--- src/rtl/pong_pkg.sv ---
// Shared Pong engine types, geometry constants and the paddle step function.
// Combinational helpers only; no state, no flow control.
// Positions are widened to signed 11 bits so steps past an edge stay comparable.
package pong_pkg;

    localparam int H_ACTIVE     = 640;
    localparam int V_ACTIVE     = 480;
    localparam int PADDLE_H     = 80;
    localparam int PADDLE_W     = 10;
    localparam int PADDLE_X0    = 20;
    localparam int PADDLE_X1    = 610;
    localparam int BALL_SIZE    = 10;
    localparam int PADDLE_SPEED = 4;
    localparam int BALL_SPEED   = 2;
    localparam int SCORE_PAUSE  = 60;
    localparam int WIN_SCORE    = 9;

    localparam int WORK_W = 11;
    typedef logic signed [WORK_W-1:0] wide_t;

    typedef enum logic [1:0] {
        ST_SERVE     = 2'd0,
        ST_PLAY      = 2'd1,
        ST_SCORED    = 2'd2,
        ST_GAME_OVER = 2'd3
    } game_state_t;

    localparam logic [9:0] BALL_X_C = 10'((H_ACTIVE - BALL_SIZE) / 2);
    localparam logic [9:0] BALL_Y_C = 10'((V_ACTIVE - BALL_SIZE) / 2);
    localparam logic [9:0] PADDLE_C = 10'((V_ACTIVE - PADDLE_H) / 2);

    function automatic wide_t widen(input logic [9:0] v);
        return wide_t'({1'b0, v});
    endfunction

    function automatic logic [9:0] paddle_next(input logic [9:0] pos,
                                               input logic       up,
                                               input logic       dn);
        wide_t p;
        p = widen(pos);
        if (up && !dn) begin
            p = p - wide_t'(PADDLE_SPEED);
            if (p < wide_t'(0)) p = wide_t'(0);
        end else if (dn && !up) begin
            p = p + wide_t'(PADDLE_SPEED);
            if (p > wide_t'(V_ACTIVE - PADDLE_H)) p = wide_t'(V_ACTIVE - PADDLE_H);
        end
        return p[9:0];
    endfunction

endpackage

--- src/rtl/btn_sync.sv ---
// Single-bit two-flop synchronizer for a raw asynchronous button.
// Latency: 2 clk_pxl cycles. Backpressure: none, level passes straight through.
module btn_sync (
    input  logic clk_pxl,
    input  logic reset,
    input  logic btn_in,
    output logic btn_out
);

    logic meta_q;
    logic sync_q;

    always_ff @(posedge clk_pxl or posedge reset) begin
        if (reset) begin
            meta_q <= 1'b0;
            sync_q <= 1'b0;
        end else begin
            meta_q <= btn_in;
            sync_q <= meta_q;
        end
    end

    assign btn_out = sync_q;

endmodule

--- src/rtl/pong_game_logic.sv ---
// Pong frame engine: paddles, ball motion, wall/paddle/goal collisions, score.
// Latency: buttons 2 cycles to sync; outputs update 1 cycle after frame_tick.
// Backpressure: none; every frame_tick is a full update, registers hold otherwise.
module pong_game_logic
    import pong_pkg::*;
(
    input  logic       clk_pxl,
    input  logic       reset,
    input  logic       frame_tick,
    input  logic       btn_up0,
    input  logic       btn_dn0,
    input  logic       btn_up1,
    input  logic       btn_dn1,
    input  logic       btn_start,
    output logic [9:0] paddle0_pos,
    output logic [9:0] paddle1_pos,
    output logic [9:0] ball_pos_x,
    output logic [9:0] ball_pos_y,
    output logic [3:0] score0,
    output logic [3:0] score1,
    output logic [1:0] game_state
);

    localparam wide_t BSZ    = wide_t'(BALL_SIZE);
    localparam wide_t STEP   = wide_t'(BALL_SPEED);
    localparam wide_t PH     = wide_t'(PADDLE_H);
    localparam wide_t L_FACE = wide_t'(PADDLE_X0 + PADDLE_W);
    localparam wide_t R_FACE = wide_t'(PADDLE_X1);
    localparam wide_t X_LIM  = wide_t'(H_ACTIVE);
    localparam wide_t Y_LIM  = wide_t'(V_ACTIVE);
    localparam wide_t ZERO   = wide_t'(0);

    logic up0_s, dn0_s, up1_s, dn1_s, start_s;

    btn_sync u_sync_up0   (.clk_pxl(clk_pxl), .reset(reset), .btn_in(btn_up0),   .btn_out(up0_s));
    btn_sync u_sync_dn0   (.clk_pxl(clk_pxl), .reset(reset), .btn_in(btn_dn0),   .btn_out(dn0_s));
    btn_sync u_sync_up1   (.clk_pxl(clk_pxl), .reset(reset), .btn_in(btn_up1),   .btn_out(up1_s));
    btn_sync u_sync_dn1   (.clk_pxl(clk_pxl), .reset(reset), .btn_in(btn_dn1),   .btn_out(dn1_s));
    btn_sync u_sync_start (.clk_pxl(clk_pxl), .reset(reset), .btn_in(btn_start), .btn_out(start_s));

    logic [9:0]  paddle0_q, paddle0_d, paddle1_q, paddle1_d;
    logic [9:0]  ball_x_q, ball_x_d, ball_y_q, ball_y_d;
    logic [3:0]  score0_q, score0_d, score1_q, score1_d;
    game_state_t state_q, state_d;
    logic        dx_q, dx_d, dy_q, dy_d, loser_q, loser_d;
    logic [5:0]  pause_q, pause_d;

    wide_t bx, by, nx, ny, p0, p1;
    logic  hit_left, hit_right;

    // dx/dy: 1 means moving toward increasing x/y.
    assign bx = widen(ball_x_q);
    assign by = widen(ball_y_q);
    assign p0 = widen(paddle0_q);
    assign p1 = widen(paddle1_q);
    assign nx = dx_q ? bx + STEP : bx - STEP;
    assign ny = dy_q ? by + STEP : by - STEP;

    // Paddle overlap uses the pre-update paddle positions of this frame.
    assign hit_left  = !dx_q && (bx >= L_FACE) && (nx <= L_FACE)
                       && (by + BSZ > p0) && (by < p0 + PH);
    assign hit_right = dx_q && (bx + BSZ <= R_FACE) && (nx + BSZ >= R_FACE)
                       && (by + BSZ > p1) && (by < p1 + PH);

    always_comb begin
        paddle0_d = paddle0_q;
        paddle1_d = paddle1_q;
        ball_x_d  = ball_x_q;
        ball_y_d  = ball_y_q;
        score0_d  = score0_q;
        score1_d  = score1_q;
        state_d   = state_q;
        dx_d      = dx_q;
        dy_d      = dy_q;
        loser_d   = loser_q;
        pause_d   = pause_q;

        if (frame_tick) begin
            paddle0_d = paddle_next(paddle0_q, up0_s, dn0_s);
            paddle1_d = paddle_next(paddle1_q, up1_s, dn1_s);

            case (state_q)
                ST_SERVE: begin
                    if (start_s) state_d = ST_PLAY;
                end
                ST_PLAY: begin
                    if (ny < ZERO) begin
                        ball_y_d = 10'd0;
                        dy_d     = 1'b1;
                    end else if (ny + BSZ > Y_LIM) begin
                        ball_y_d = 10'(V_ACTIVE - BALL_SIZE);
                        dy_d     = 1'b0;
                    end else begin
                        ball_y_d = ny[9:0];
                    end

                    if (hit_left) begin
                        ball_x_d = 10'(PADDLE_X0 + PADDLE_W);
                        dx_d     = 1'b1;
                    end else if (hit_right) begin
                        ball_x_d = 10'(PADDLE_X1 - BALL_SIZE);
                        dx_d     = 1'b0;
                    end else if (nx < ZERO) begin
                        ball_x_d = 10'd0;
                        score1_d = score1_q + 4'd1;
                        state_d  = ST_SCORED;
                        loser_d  = 1'b0;
                        pause_d  = 6'd0;
                    end else if (nx + BSZ > X_LIM) begin
                        ball_x_d = 10'(H_ACTIVE - BALL_SIZE);
                        score0_d = score0_q + 4'd1;
                        state_d  = ST_SCORED;
                        loser_d  = 1'b1;
                        pause_d  = 6'd0;
                    end else begin
                        ball_x_d = nx[9:0];
                    end
                end
                ST_SCORED: begin
                    if (pause_q == 6'(SCORE_PAUSE - 1)) begin
                        pause_d  = 6'd0;
                        ball_x_d = BALL_X_C;
                        ball_y_d = BALL_Y_C;
                        dx_d     = loser_q;
                        if (score0_q == 4'(WIN_SCORE) || score1_q == 4'(WIN_SCORE))
                            state_d = ST_GAME_OVER;
                        else
                            state_d = ST_PLAY;
                    end else begin
                        pause_d = pause_q + 6'd1;
                    end
                end
                ST_GAME_OVER: begin
                    if (start_s) begin
                        score0_d = 4'd0;
                        score1_d = 4'd0;
                        state_d  = ST_SERVE;
                    end
                end
                default: state_d = ST_SERVE;
            endcase
        end
    end

    always_ff @(posedge clk_pxl or posedge reset) begin
        if (reset) begin
            paddle0_q <= PADDLE_C;
            paddle1_q <= PADDLE_C;
            ball_x_q  <= BALL_X_C;
            ball_y_q  <= BALL_Y_C;
            score0_q  <= 4'd0;
            score1_q  <= 4'd0;
            state_q   <= ST_SERVE;
            dx_q      <= 1'b1;
            dy_q      <= 1'b1;
            loser_q   <= 1'b0;
            pause_q   <= 6'd0;
        end else begin
            paddle0_q <= paddle0_d;
            paddle1_q <= paddle1_d;
            ball_x_q  <= ball_x_d;
            ball_y_q  <= ball_y_d;
            score0_q  <= score0_d;
            score1_q  <= score1_d;
            state_q   <= state_d;
            dx_q      <= dx_d;
            dy_q      <= dy_d;
            loser_q   <= loser_d;
            pause_q   <= pause_d;
        end
    end

    assign paddle0_pos = paddle0_q;
    assign paddle1_pos = paddle1_q;
    assign ball_pos_x  = ball_x_q;
    assign ball_pos_y  = ball_y_q;
    assign score0      = score0_q;
    assign score1      = score1_q;
    assign game_state  = state_q;

endmodule

--- config.mk ---
export PLATFORM = sky130hd
export DESIGN_NAME = pong_game_logic
export DESIGN_NICKNAME = d
export VERILOG_FILES = /design/src/rtl/pong_pkg.sv /design/src/rtl/btn_sync.sv /design/src/rtl/pong_game_logic.sv
export SDC_FILE = /design/constraint.sdc
export NUM_CORES = 1
export LEC_CHECK = 0
export BUFFER_PORTS_ARGS = -buffer_cell sky130_fd_sc_hd__clkbuf_2
export CORE_ASPECT_RATIO = 1.5
export CORE_MARGIN = 2
export CORE_UTILIZATION = 52
export CTS_CLUSTER_DIAMETER = 60
export DETAILED_ROUTE_END_ITERATION = 8
export PLACE_DENSITY_LB_ADDON = 0.08
export SLEW_MARGIN = 5
export SYNTH_ARGS = -nofsm -noshare
export SYNTH_HDL_FRONTEND = slang
export SYNTH_SLANG_ARGS = --single-unit
--- constraint.sdc ---
create_clock -name clk_pxl -period 4.25 [get_ports clk_pxl]
set_clock_uncertainty 0.15 [all_clocks]
set_input_delay 0.85 -clock clk_pxl [delete_from_list [all_inputs] [get_ports clk_pxl]]
set_output_delay 0.85 -clock clk_pxl [all_outputs]
set_load 0.01 [all_outputs]
# --- Word-level counts from Yosys, hierarchy flattened ---
# Index checks and enable logic that the tools add are counted.
op_classes:
  n_reduce_logical: 35
  eq_ne: 16
  addsub: 17
  n_bitwise: 2
  order_cmp: 16
  mux: 53
ops:
  columns: ["op", "count"]
  rows:
  - ["$mux W10", 16]
  - ["$lt A11 B1 Y1 const B", 4]
  - ["$pmux W10 S2", 2]
  - ["$gt A11 B10 Y1 const B", 3]
  - ["$mux W4", 8]
  - ["$mux W6", 5]
  - ["$add A10 B2 Y11 const B", 2]
  - ["$add A10 B3 Y11 const B", 2]
  - ["$add A10 B4 Y11 const B", 2]
  - ["$add A10 B7 Y11 const B", 2]
  - ["$add A11 B5 Y11 const B", 2]
  - ["$gt A11 B11 Y1", 2]
  - ["$lt A11 B11 Y1", 2]
  - ["$mux W11", 2]
  - ["$sub A10 B2 Y11 const B", 2]
  - ["$sub A10 B3 Y11 const B", 2]
  - ["$mux W2", 8]
  - ["$pmux W4 S2", 2]
  - ["$reduce_and A7 Y1", 2]
  - ["$logic_and A1 B1 Y1", 12]
  - ["$ne A2 B2 Y1 const B", 6]
  - ["$pmux W6 S2", 1]
  - ["$reduce_bool A2 Y1", 6]
  - ["$ge A11 B11 Y1 const B", 1]
  - ["24 further kinds", 43]
totals:
  input_bits: 8
  output_inout_bits: 50
  reg_bits: 69
  word_cells: 160

# --- Depth between registers and ports, before layout ---
# Gate-level depths: netlist of run 1.
logic_depth:
  ltp_word: 10
  mapped_depth: 15
  ltp_nobuf: 14

# --- Hierarchy ---
# Synthesis of run 1 repeated with hierarchy kept, for this count alone.
unflattened:
  hier_cells: 787
  area_unflattened_um2: 6456.2
modules_own_cells:
  columns: ["module", "seq_area_each_um2", "area_per_inst_um2", "cells_each", "instances"]
  rows:
  - ["pong_game_logic", 1401.3, 6187.2, 772, 1]
  - ["btn_sync", 50.0, 53.8, 3, 5]

# --- Least setup slack after synthesis of run 1 ---
# No wires, ideal clock.
synth_path:
  kind: "register to register"
  from: "register dx_q"
  to: "register score1_q[0], in the netlist score1[0]"
  synth_period_minus_slack_ns: 3.737
  setup_time_ns: 0.125
  t_required_ns: 3.975
  path_slack_ns: 0.513
  path_stages_with_launch: 14
  path_buffers: 1
  arrival_ns: 3.462
  cell_sequence: "dfstp_2 -> inv_1 -> ha_1 -> buf_2 -> o211ai_1 -> a21oi_1 -> a221oi_4 -> xnor2_1 -> a41oi_1 -> or4_4 -> o31ai_4 -> o21ai_2 -> and2_4 -> mux2_4"
synth_via:
  elab_chain_len: 8
  word_cells_on_any_way: 18
  cone_classes: "1 x add/sub; 3 x order compare; 3 x eq/ne; 1 x mux; 10 x reduce/logical"
synth_lines:
  columns: ["element", "line", "rtl"]
  rows:
  - ["start, declared", "pong_game_logic.sv:45", "logic dx_q, dx_d, dy_q, dy_d, loser_q, loser_d;"]
  - ["start signal, assigned", "pong_game_logic.sv:154", "dx_q <= 1'b1;"]
  - ["start signal, assigned", "pong_game_logic.sv:166", "dx_q <= dx_d;"]
  - ["$mux W11", "pong_game_logic.sv:56", "assign nx = dx_q ? bx + STEP : bx - STEP;"]
  - ["$add A11 B5 Y11", "pong_game_logic.sv:62", "assign hit_right = dx_q && (bx + BSZ <= R_FACE) && (nx + BSZ >= R_FACE)"]
  - ["$ge A11 B11 Y1", "pong_game_logic.sv:62", null]
  - ["$logic_and A1 B1 Y1", "pong_game_logic.sv:62", null]
  - ["$logic_and A1 B1 Y1 (2 in series)", "pong_game_logic.sv:63", "&& (by + BSZ > p1) && (by < p1 + PH);"]
  - ["$ne A2 B2 Y1 (no source line)", null, null]
  - ["$reduce_and A6 Y1 (no source line) *", null, null]
  - ["end signal, assigned", "pong_game_logic.sv:164", "score1_q <= score1_d;"]
  - ["end, declared", "pong_game_logic.sv:43", "logic [3:0] score0_q, score0_d, score1_q, score1_d;"]
# Mark *: on every way between the ends. The rest lies on a longest branch, timed or not.
# A chain may end at the register's enable or synchronous reset.

# --- Worst setup path in the final report of run 1 ---
layout_path:
  from: "register dx_q"
  to: "register score1_q[1], in the netlist score1[1]"
# The elaborated chain is that of the path after synthesis.

==> reports/results.ini, run 1 <==
[setup_path]
crit_slowest_cell = dfstp_2
reg2reg_from = dx_q
worstPathArrival_ps = 4250
end_kind = flip-flop
r2r-end = score1[1]
start_kind = flip-flop
r2r_cells = 13
r2r_slack_ps = 70
cp_slowest_stage_delay_ps = 630
crit_type = reg2reg
worstPathMaxFanout = 7
required_ps = 4320
crit_chain = clkinvlp_4, ha_2, nor2b_1, o311ai_4, a31o_2, xor2_1, a41oi_1, or4_4, o31ai_4, buf_4, o21ai_2, and2_4, mux2_4

[cts]
cts_hold_buf = 0
cts_tree = done
cts.path.max_buffers = 2
h-tree-depth = 3
cts_buffers = 9
cts_root_buf = clkbuf_16
cts.sinks = 65
clk_transition_reported_paths_ps = 60
insertion_delay_ps = 340

[timing]
worst_slew_pin_slew_ps = 1208
relSlewSlack_pct = 18.59
min_period_ps = 4177
finalMaxSlewViolations = 0
post-route-period-util_pct = 98.29
rsz0062_at_grt = yes
max_freq_mhz = 239.4
finalHoldViolations = 0
finalSetupViolCount = 0

[floorplan]
design.portCount = 58
die-area_sq_um = 12560
initial_core_util_pct = 52.85
die_w_um = 92.16
std_cell_rows = 48
die_height_um = 136.2
core_area_sq_um = 11470

[job]
max_cap_viol_count = 0

[route]
drc = 0
avgViaCountPerCell = 6.221
drt_pre_antenna_iters = 5
drt-initial-drc-count = 277
vias = 5835
wl_per_cell_um = 18.80
drt_wl_total_um = 17640
detail-route-antenna-nets = 0

[finish]
diodes = 0
final_common_cell = ha_1
drive_above_1_share_pct = 19.42
final_cells = 938
syn_to_final_growth_pct = 15.67
final_nets = 867
mostFrequentLayoutCells = ha_1, nand2_1, nor2_1, clkbuf_2, o21ai_0

[synth]
synth.top_cell.area_share_pct = 18.58
synth_area_sq_um = 6062
yosysUniqueCellTypes = 81
yosysWarnings = 0
synth_ff_type = dfrtp_1
synthTopCellsByArea = dfrtp_1, ha_1, dfstp_2
synth_edf_count = 0
yosysSeqAreaShare_pct = 27.24
synthArstFlopShare_pct = 100.0
syn_inst = 712
synth_top_cell_by_area = dfrtp_1
avgSynthCellArea_sq_um = 8.514
ys_ff_latch = 65

[min_path]
worstHoldPathCells = 0
min_to = u_sync_dn1.btn_out
worst_hold_startpoint = u_sync_dn1.meta_q
min_path_type = reg2reg

[grt]
antenna_found_initial = 0
grt-ovfl-total = 0
grt_pass1_wl_um = 27980
globalRouteTotalUtil_pct = 28.18
grt_max_degree = 45
grt_pass1_vias = 5771

[placement]
place.gp.congestion = 0.9219
dpl.cell_count = 919
portBuffers = 53
dp_hpwl_um = 13580

[run_status]
status = finished, final reports clean

-- per-stage QoR --
| step | instance area, sq um | setup TNS [ps] | hold slack (ps) | util [%] | setup WS (ps) |
|---|---|---|---|---|---|
| global placement | 6580 | 0 | 182.9 | 57.36 | 228.6 |
| global route | 7012 | -213.3 | 214.2 | 61.13 | -73.78 |
| detailed placement | 6580 | 0 | 192.6 | 57.36 | 86.82 |
| CTS | 6884 | 0 | 205.6 | 60.01 | 89.62 |
| finish | 7012 | 0 | 200.1 | 61.13 | 72.66 |
| floorplan | 6073 | 0 | 181.2 | - | 512.8 |
-- critical path: cells and delay by family, from the launching register on --
kind                     cells  cell delay [ps]
AO/OA/AOI/OAI                5              790
XOR/XNOR                     1              200
adder cells (fa/ha/maj)      1              420
buffers and inverters        2              410
flip-flops                   1              630
multiplexers                 1              300
AND/OR/NAND/NOR              3             1160
-- how the worst max path moves through the flow --
| stage | start | slack (ps) | cells past startpoint | end |
|---|---|---|---|---|
| floorplan | dx_q | 510 | 13 | score1[0] |
| global placement | dx_q | 230 | 12 | pause_q[2] |
| detailed placement | dx_q | 90 | 12 | pause_q[2] |
| CTS | dx_q | 90 | 12 | pause_q[3] |
| global route | dx_q | -70 | 13 | score1[0] |
| finish | dx_q | 70 | 13 | score1[1] |
-- layer usage --
layer / track usage [%] / share of wire, % / vias up
met3: 4.767 / 4.6 / 60
met4: 15.59 / 5.3 / 0
met2: 53.02 / 54 / 211
met1: 29.37 / 37 / 2792
li1: - / - / 2772
met5: 0 / 0 / -
-- registers in the layout, summed over array words and instances (netlist names), 2 cells and up --
name and flops:
ball_pos_x 10, ball_pos_y 10, game_state 2, paddle0_pos 8, paddle1_pos 8, pause_q 6, score0 4, score1 4
-- cell type report --
cell class                 instances  area [sq um]
tap                              150         187.7
multi-input combinational        584          4242
timing repair inverter             1         5.005
clock buffer                      10         239.0
clock inverter                     6         65.06
inverter                          44         168.9
fill                            1039          4459
timing repair buffer              78         452.9
sequential                        65          1652
-- logic make-up (layout without fill, tap and decap cells) --
logic type | Yosys count | count (layout) | synth area share (%)
AO/OA/AOI/OAI | 226 | 226 | 25.95
XOR/XNOR | 33 | 33 | 4.768
adder cells (fa/ha/maj) | 76 | 76 | 16.18
buffers and inverters | 66 | 139 | 4.685
flip-flops | 65 | 65 | 27.24
multiplexers | 9 | 9 | 1.651
other | 1 | 4 | 0.06186
AND/OR/NAND/NOR | 236 | 236 | 19.46
-- Yosys cell counts (all sizes together) (9+ instances only) --
| cell | count |
|---|---|
| dfstp | 20 |
| inv | 44 |
| clkbuf | 13 |
| a21o | 12 |
| a21oi | 50 |
| nor3 | 29 |
| dfrtp | 45 |
| buf | 9 |
| nand3 | 23 |
| xor2 | 10 |
| a31oi | 9 |
| ha | 72 |
| nor2 | 58 |
| nand2 | 59 |
| nor2b | 15 |
| o21ai | 58 |
| o22ai | 12 |
| a211oi | 11 |
| xnor2 | 23 |
-- what timing repair did --
item                                   in CTS  in global routing
setup endpoints to repair                   0                 18
setup buffers                               0                  2
endpoints found under the hold margin       0                  0
gates resized for setup                     0                 17
Power of run 1 is left out: the tool's default activity adds up to more than one toggle a clock period on the data nets, which glitch-free logic cannot reach.
==> run 2, diff against run 1 <==
--- a/config.mk
+++ b/config.mk
@@ -7,11 +7,11 @@
 export LEC_CHECK = 0
 export BUFFER_PORTS_ARGS = -buffer_cell sky130_fd_sc_hd__clkbuf_2
 export CORE_ASPECT_RATIO = 1.5
-export CORE_MARGIN = 2
-export CORE_UTILIZATION = 52
+export CORE_MARGIN = 10
+export CORE_UTILIZATION = 60
 export CTS_CLUSTER_DIAMETER = 60
 export DETAILED_ROUTE_END_ITERATION = 8
-export PLACE_DENSITY_LB_ADDON = 0.08
+export PLACE_DENSITY = 0.81
 export SLEW_MARGIN = 5
 export SYNTH_ARGS = -nofsm -noshare
 export SYNTH_HDL_FRONTEND = slang
==> run 2 against run 1 <==
Against the previous run:
- first-iteration DRC count grew 88%
- sequential share of layout area grew 0.21 points
- cell count shrank 3.5%
- critical endpoint is now game_state[1]
==> reports/results.ini, run 2 (same netlist as run 1, synthesis figures left out) <==
[run_status]
status = finished, final reports clean

[job]
max_cap_viol_count = 0  ; unchanged

[finish]
multi_input_area_sq_um = 4219  ; -0.53%
syn_to_final_growth_pct = 14.65
diodes = 0  ; unchanged
final_common_cell = ha_1
seqCellArea_sq_um = 1652  ; unchanged
fillers = 746  ; -28%
final_nets = 869  ; +0.23%
drive_above_1_share_pct = 18.73  ; -0.68 points
mostFrequentLayoutCells = ha_1, nand2_1, nor2_1, clkbuf_2, o21ai_0

[setup_path]
crit_slowest_cell = dfstp_2
end_kind = flip-flop
crit_type = reg2reg
cpMostUsedCell = a2111oi_0
required_ps = 4370  ; +50 ps
worstPathMaxFanout = 8  ; +1
worstPathArrival_ps = 4230  ; -20 ps
cp_slowest_stage_delay_ps = 650  ; +20 ps
crit_chain = nand2_1, nor3_1, xor2_1, ha_1, a2111oi_0, o21ai_0, o22ai_1, a31oi_1, nand4b_1, o31ai_4, or2_1, a2111oi_0, a211o_1
start_kind = flip-flop

[cts]
h-tree-depth = 3  ; unchanged
clk_transition_reported_paths_ps = 60  ; about the same
insertion_delay_ps = 330  ; about the same
cts.path.max_buffers = 2  ; unchanged
cts_hold_buf = 0  ; unchanged
cts_buffers = 9  ; unchanged
cts_root_buf = clkbuf_16
cts_tree = done
cts.sinks = 65  ; unchanged

[floorplan]
std_cell_rows = 44  ; -8.3%
die_w_um = 102.1  ; +11%
die_height_um = 143.1  ; +5.0%
design.portCount = 58  ; unchanged
core_area_sq_um = 9799  ; -15%
initial_core_util_pct = 61.86  ; +9.0 points
die-area_sq_um = 14610  ; +16%

[timing]
rsz0062_at_grt = no
finalHoldViolations = 0  ; unchanged
fin_setup_tns_ps = 0  ; unchanged
max_freq_mhz = 243.6  ; +1.8%
min_period_ps = 4105  ; -72.00 ps
finalMaxSlewViolations = 0  ; unchanged
relSlewSlack_pct = 18.48  ; -0.11 points
post-route-period-util_pct = 96.60  ; -1.7 points
finalSetupViolCount = 0  ; unchanged
worst_slew_pin_slew_ps = 1210  ; +1.626 ps

[grt]
grt-ovfl-total = 0  ; unchanged
grt_pass1_vias = 5965  ; +3.4%
globalRouteTotalUtil_pct = 24.05  ; -4.1 points
grt_max_degree = 42  ; -6.7%
antenna_found_initial = 0  ; unchanged
grt_pass1_wl_um = 28590  ; +2.2%

[placement]
portBuffers = 53  ; unchanged
dp_hpwl_um = 13570  ; -0.11%
place.gp.congestion = 0.9572  ; +3.8%

[route]
drt-initial-drc-count = 520  ; +88%
wl_per_cell_um = 19.61  ; +4.3%
drt_pre_antenna_iters = 6  ; +1
drt_wl_total_um = 17740  ; +0.60%
detail-route-antenna-nets = 0  ; unchanged
drc = 0  ; unchanged
avgViaCountPerCell = 6.663  ; +7.1%
vias = 6030  ; +3.3%

[min_path]
min_path_type = reg2reg

## run 2: cell types whose count changed in the layout (fill, tap and decap cells not counted), moves of 2 or more
| cell | change |
|---|---|
| buf_4 | +2 |
| o31ai_2 | -2 |
| ha_2 | -3 |
| ha_1 | +4 |
## run 2: worst max-delay path, delay by kind of cell (launching register included)
kind / cells / cell delay [ps]
AO/OA/AOI/OAI: 7 / 1720
XOR/XNOR: 1 / 280
adder cells (fa/ha/maj): 1 / 320
flip-flops: 1 / 650
AND/OR/NAND/NOR: 4 / 920
## run 2: final cells by class
cell class | instances | share of cell area (%)
multi-input combinational | 585 | 60.70
sequential | 65 | 23.76
timing repair buffer | 80 | 6.733
clock buffer | 9 | 3.240
inverter | 44 | 2.376
tap | 115 | 2.070
clock inverter | 7 | 1.116
## run 2: per-layer routing
layer  vias up  part of all wire, %  GRT usage (%)
met4         0                  5.7          14.83
met5         -                    0              0
met2       298                   53          44.39
li1       2774                    -              -
met3        97                  6.1          4.493
met1      2861                   36          23.91
## run 2: path summary, 6_finish.rpt
path,from,to,slack (ps),cells past startpoint
hold / removal,u_sync_dn0.meta_q,u_sync_dn0.btn_out,200,0
setup reg to reg,ball_pos_y[5],game_state[1],140,13
max in group asynchronous,reset,paddle1_pos[7],2530,3
min in group asynchronous,reset,pause_q[4],530,2
hold reg to reg,u_sync_dn0.meta_q,u_sync_dn0.btn_out,200,0
setup / recovery,ball_pos_y[5],game_state[1],140,13
## run 2: stage by stage
| stage | utilization [%] | instances | setup slack, ps | hold slack, ps | cell area (sq um) |
|---|---|---|---|---|---|
| 2_1_floorplan | - | 715 | 512.8 | 181.2 | 6073 |
| 3_3_place_gp | 66.62 | 883 | 274.6 | 182.9 | 6529 |
| 3_5_place_dp | 66.62 | 883 | 99.98 | 184.7 | 6529 |
| 4_1_cts | 69.71 | 899 | 106.8 | 201.8 | 6832 |
| 5_1_grt | 70.93 | 905 | 2.671 | 207.7 | 6950 |
| 6_report | 70.93 | 905 | 144.7 | 199.0 | 6950 |
## run 2: repair_timing
action | CTS | global route
setup buffers | 0 | 5
endpoints found under the setup margin | 0 | 14
endpoints found under the hold margin | 0 | 0
gates resized for setup | 0 | 9
Power of run 2 is left out for the same reason.
